**config.mk**
```make
export PLATFORM = sky130hd
export DESIGN_NAME = mult_div_unit
export DESIGN_NICKNAME = d
export VERILOG_FILES = /design/src/rtl/mult_div_unit.sv
export SDC_FILE = /design/constraint.sdc
export NUM_CORES = 1
export LEC_CHECK = 0
export ABC_AREA = 1
export ABC_CLOCK_PERIOD_IN_PS = 3400
export CAP_MARGIN = 10
export CORE_ASPECT_RATIO = 1.4
export CORE_MARGIN = 4
export CORE_UTILIZATION = 53
export CTS_CLUSTER_DIAMETER = 200
export DETAILED_ROUTE_END_ITERATION = 12
export GPL_ROUTABILITY_DRIVEN = 0
export GPL_TIMING_DRIVEN = 0
export HOLD_SLACK_MARGIN = 0.05
export PLACE_DENSITY = 0.77
export RECOVER_POWER = 100
export SETUP_SLACK_MARGIN = 0.3
export SLEW_MARGIN = 20
export SYNTH_ARGS = -nofsm -noshare
export SYNTH_HDL_FRONTEND = slang
export SYNTH_SLANG_ARGS = --single-unit
```
**constraint.sdc**
```tcl
create_clock -name clk -period 3.4 [get_ports clk]
set_input_delay 0.68 -clock clk [delete_from_list [all_inputs] [get_ports clk]]
set_output_delay 0.68 -clock clk [all_outputs]
set_load 0.01 [all_outputs]
```
**src/rtl/mult_div_unit.sv**
```systemverilog
`default_nettype none
// +--------------------------------------------------------------------------+
// | mult_div_unit: iterative 32-cycle MULT/MULTU/DIV/DIVU with HI/LO regs.   |
// | Optional signed ops built when MULTDIV_SIGNED_EN is defined.             |
// | Revision: 1.0                                                            |
// +--------------------------------------------------------------------------+
module mult_div_unit (
  input  logic        clk,
  input  logic        rst_n,
  input  logic        start,
  input  logic [1:0]  op,
  input  logic [31:0] src_a,
  input  logic [31:0] src_b,
  input  logic        mthi_we,
  input  logic        mtlo_we,
  input  logic [31:0] wdata,
  output logic        busy,
  output logic        done,
  output logic        div_by_zero,
  output logic [31:0] hi,
  output logic [31:0] lo
);

  typedef enum logic [0:0] {IDLE = 1'b0, RUN = 1'b1} state_t;

  state_t      r_state, w_state_next;
  logic [4:0]  r_cnt;
  logic        r_is_div;
  logic [31:0] r_opnd;      // multiplicand or divisor magnitude
  logic [63:0] r_work;      // {acc, multiplier} or {remainder, quotient}
  logic        r_done, r_dbz;
  logic [31:0] r_hi, r_lo;
  logic        w_accept, w_last;
  logic [32:0] w_sum, w_trial;
  logic [63:0] w_work_next;
  logic [31:0] w_hi_res, w_lo_res;
  logic [31:0] w_a_mag, w_b_mag;

`ifdef MULTDIV_SIGNED_EN
  logic        r_res_neg, r_rem_neg;
  logic [31:0] r_a_raw;
  logic        w_signed;
  assign w_signed = op[0];
  assign w_a_mag  = (w_signed && src_a[31]) ? -src_a : src_a;
  assign w_b_mag  = (w_signed && src_b[31]) ? -src_b : src_b;
`else
  logic        w_unused_op;
  assign w_unused_op = op[0];
  assign w_a_mag     = src_a;
  assign w_b_mag     = src_b;
`endif

  always_ff @(posedge clk) begin
    if (!rst_n) r_state <= IDLE;
    else        r_state <= w_state_next;
  end

  always_comb begin
    w_state_next = r_state;
    w_accept     = 1'b0;
    w_last       = 1'b0;
    case (r_state)
      IDLE: if (start) begin
        w_accept     = 1'b1;
        w_state_next = RUN;
      end
      RUN: if (r_cnt == 5'd31) begin
        w_last       = 1'b1;
        w_state_next = IDLE;
      end
      default: w_state_next = IDLE;
    endcase
  end

  // One iteration: shift-add for multiply, restoring subtract for divide.
  always_comb begin
    w_sum   = {1'b0, r_work[63:32]} + (r_work[0] ? {1'b0, r_opnd} : 33'd0);
    w_trial = r_work[63:31] - {1'b0, r_opnd};
    if (r_is_div)
      w_work_next = w_trial[32] ? {r_work[62:0], 1'b0}
                                : {w_trial[31:0], r_work[30:0], 1'b1};
    else
      w_work_next = {w_sum, r_work[31:1]};
  end

  always_comb begin
    w_hi_res = w_work_next[63:32];
    w_lo_res = w_work_next[31:0];
`ifdef MULTDIV_SIGNED_EN
    if (!r_is_div) begin
      if (r_res_neg) {w_hi_res, w_lo_res} = -w_work_next;
    end else if (r_opnd == 32'd0) begin
      w_lo_res = 32'hFFFF_FFFF;
      w_hi_res = r_a_raw;
    end else begin
      if (r_res_neg) w_lo_res = -w_work_next[31:0];
      if (r_rem_neg) w_hi_res = -w_work_next[63:32];
    end
`endif
  end

  always_ff @(posedge clk) begin
    if (!rst_n) begin
      r_cnt    <= 5'd0;
      r_is_div <= 1'b0;
      r_opnd   <= 32'd0;
      r_work   <= 64'd0;
      r_done   <= 1'b0;
      r_dbz    <= 1'b0;
      r_hi     <= 32'd0;
      r_lo     <= 32'd0;
`ifdef MULTDIV_SIGNED_EN
      r_res_neg <= 1'b0;
      r_rem_neg <= 1'b0;
      r_a_raw   <= 32'd0;
`endif
    end else begin
      r_done <= w_last;
      if (w_accept) begin
        r_cnt    <= 5'd0;
        r_is_div <= op[1];
        r_opnd   <= op[1] ? w_b_mag : w_a_mag;
        r_work   <= {32'd0, op[1] ? w_a_mag : w_b_mag};
`ifdef MULTDIV_SIGNED_EN
        r_res_neg <= w_signed & (src_a[31] ^ src_b[31]);
        r_rem_neg <= w_signed & src_a[31];
        r_a_raw   <= src_a;
`endif
      end else if (r_state == RUN) begin
        r_work <= w_work_next;
        r_cnt  <= r_cnt + 5'd1;
        if (w_last) begin
          r_hi  <= w_hi_res;
          r_lo  <= w_lo_res;
          r_dbz <= r_is_div && (r_opnd == 32'd0);
        end
      end else begin
        if (mthi_we) r_hi <= wdata;
        if (mtlo_we) r_lo <= wdata;
      end
    end
  end

  assign busy        = (r_state == RUN);
  assign done        = r_done;
  assign div_by_zero = r_dbz;
  assign hi          = r_hi;
  assign lo          = r_lo;

endmodule
`default_nettype wire

```
==> flow_summary.yaml <==
global_routing:
  grt_pass1_wl_um: 78300
  grt_pass1_vias: 15100
  grtUsageTotal_pct: 36.7
  grt_max_degree: 17
  antenna_found_initial: 1
  gr-total-overflow: 0
detailed_routing:
  routedWlPerCell_um: 19.3
  vias_per_cell: 5.87
  ant_nets: 0
  totalWireLength_um: 50800
  first_iter_violations: 1562
  first_pass_iters: 6
  drc: 0
  num_vias: 15500
synthesis:
  syn-num-nets: 2301
  synth_cell_type_count: 41
  ys_ff_latch: 169
  ys_seq_area_share_pct: 26.3
  synth.yosys.warnings: 0
  avgSynthCellArea_um2: 6.04
  synthCells: 2130
  synth_ff_type: "dfxtp_1"
  synth_edf_count: 0
  async_reset_ff_share_pct: 0
  syn_area_um2: 12900
final_layout:
  layout.nets: 2489
  mostFrequentLayoutCell: "nand2_1"
  mostFrequentLayoutCells: "nand2_1 (604), inv_1 (320), a21oi_1 (213)"
  syn_to_final_growth_pct: 20.6
  drive_gt1_share_pct: 3.09
  n_antenna_cell: 0
  final_cell_count_no_fill: 2641
floorplanning:
  floorplan.die_area_um2: 26900
  start_util_pct: 53.7
  io-pin-count: 170
  fp.dieH_um: 192
  fp-row-count: 67
  core_um2: 24000
  die_x_um: 140
power_and_ir_drop:
  power_density_nw_per_um2: 362
  p_total_mw: 5.61
  ir_worst_vdd_v: 0.000325
  combPwrFrac_pct: 27.5
  p_leak_nw: 7.85
  p_sw_mw: 1.95
  switching_share_pct: 34.8
  power_frac_clock_pct: 34.1
  p_int_mw: 3.66
  pwr-share-seq_pct: 38.4
timing:
  min_period_ns: 3.07
  fin_hold_ws_ns: 0.483
  rsz0062_at_grt: "false"
  final-max-slew-violation-count: 0
  setup_viol: 0
  period_share_pct: 90.4
  setup_tns_ns: 0
  maxSlewHeadroom_pct: 41.6
  skew_ns: 0.00944
  hold_viol_final: 0
  clock.fmax_mhz: 325
  worst_pin_slew_ns: 0.876
critical_path:
  endpoint_kind: "flop"
  worstSetupPathType: "reg -> reg"
  crit_required_ns: 3.77
  cp_max_fo: 10
  startpoint_type: "flop"
  rr_worst_depth: 19
  worstPathArrival_ns: 3.44
clock_network:
  numClockSinks: 169
  clk_latency_ns: 0.45
  clockRootBuffer: "clkbuf_16"
  cts_max_level: 4
  cts_hold_buf: 0
  cts_tree: "yes"
  clk_pin_slew_worst_paths_ns: 0.07
  clockBufferDepth: 2
  numCtsBuffers: 17
place:
  portBuffers: 167
  post-dp-hpwl_um: 41300
  place_inst: 2607
run_status:
  status: "finished, final reports clean"
run:
  max_cap_violations: 0
min_path:
  hold_path.class: "reg -> reg"
  whs_path_depth: 2
## cell type report
type	count	area [um2]
timing repair buffer	169	1690
tap	310	388
buffer	96	410
inverter	326	1230
clock inverter	14	136
clock buffer	18	429
sequential	169	3380
fill	2387	8450
multi-input combinational	1539	7870
## registers in the layout, summed over array words and instances (netlist names)
signal / count
r_cnt: 5
busy: 1
done: 1
div_by_zero: 1
hi: 32
r_opnd: 32
lo: 32
r_work: 64
r_is_div: 1
## metal layers
layer  GRT usage, %  vias up  share of wire [%]
li1               -     7349                  -
met4           23.9        2                7.2
met2           64.1      941                 47
met1           41.3     6990                 37
met3           5.83      230                8.5
met5              0        -              0.026
## kinds of logic (layout without fill, tap and decap cells)
family | Yosys count | in the layout | synth area share [%]
buf+inv | 422 | 623 | 12.7
mux | 14 | 14 | 1.09
fa+ha+maj | 68 | 68 | 6.73
xor+xnor | 17 | 17 | 1.16
compound gates | 498 | 498 | 21.5
simple gates | 942 | 942 | 30.6
flops | 169 | 169 | 26.3
## Yosys cell counts (9+ instances only)
cell	instances	area (um2)
mux2i_1	14	140
nor3_1	16	80.1
buf_2	9	45.0
o221ai_1	30	263
nand4_1	23	144
clkbuf_1	77	289
o21ai_0	174	871
a31oi_1	33	206
o32ai_1	17	149
o22ai_1	16	100
nand3_1	91	455
inv_1	322	1210
ha_1	66	826
xor2_1	13	114
dfxtp_1	169	3380
a21oi_1	213	1070
nor2_1	154	578
nand3b_1	31	233
nand2_1	604	2270
## path summary, 6_finish.rpt
path                            slack, ns       from        to
worst min register to register       0.48   r_cnt[4]  r_cnt[4]
worst min-delay path                 0.48   r_cnt[4]  r_cnt[4]
worst max-delay path                 0.33  r_work[0]    hi[21]
worst max register to register       0.33  r_work[0]    hi[21]
## power groups by stage
stage / sequential [mW] / clock, mW / combinational [mW]
final: 2.16 / 1.91 / 1.54
after global routing: 2.17 / 1.98 / 1.69
after CTS: 2.16 / 1.90 / 1.51
after detailed placement: 2.20 / 0 / 1.50
after global placement: 2.20 / 0 / 1.48
after floorplan: 2.21 / 0 / 0.889
## through the flow
step / instance area (um2) / utilization (%) / setup WS, ns
2_1_floorplan: 12900 / - / 0.957
3_5_place_dp: 14900 / 62.3 / 0.182
5_1_grt: 15500 / 64.8 / 0.172
6_report: 15500 / 64.8 / 0.327
3_3_place_gp: 14900 / 62.3 / 0.213
4_1_cts: 15500 / 64.6 / 0.349
## worst max-delay path: stages, from the launching register on
cell and delay [ns]:
dfxtp_1 0.30, clkbuf_2 0.16, clkbuf_2 0.23, nand2_1 0.11
inv_1 0.05, ha_1 0.22, fa_1 0.48, nand3_1 0.14
nand2_1 0.11, nand3_1 0.10, nand2_1 0.13, nand4_1 0.11
nand2_1 0.14, nand2_1 0.12, nand2_1 0.06, nand2_1 0.06
nand3_1 0.06, nand2_1 0.11, nand2_1 0.13, a21oi_1 0.17
## timing repair
action,CTS,global route
pin swaps,0,1
setup endpoints to repair,15,63
setup buffers,0,2
gates resized for setup,1,21
No activity file was read; power rests on OpenSTA's default activity.
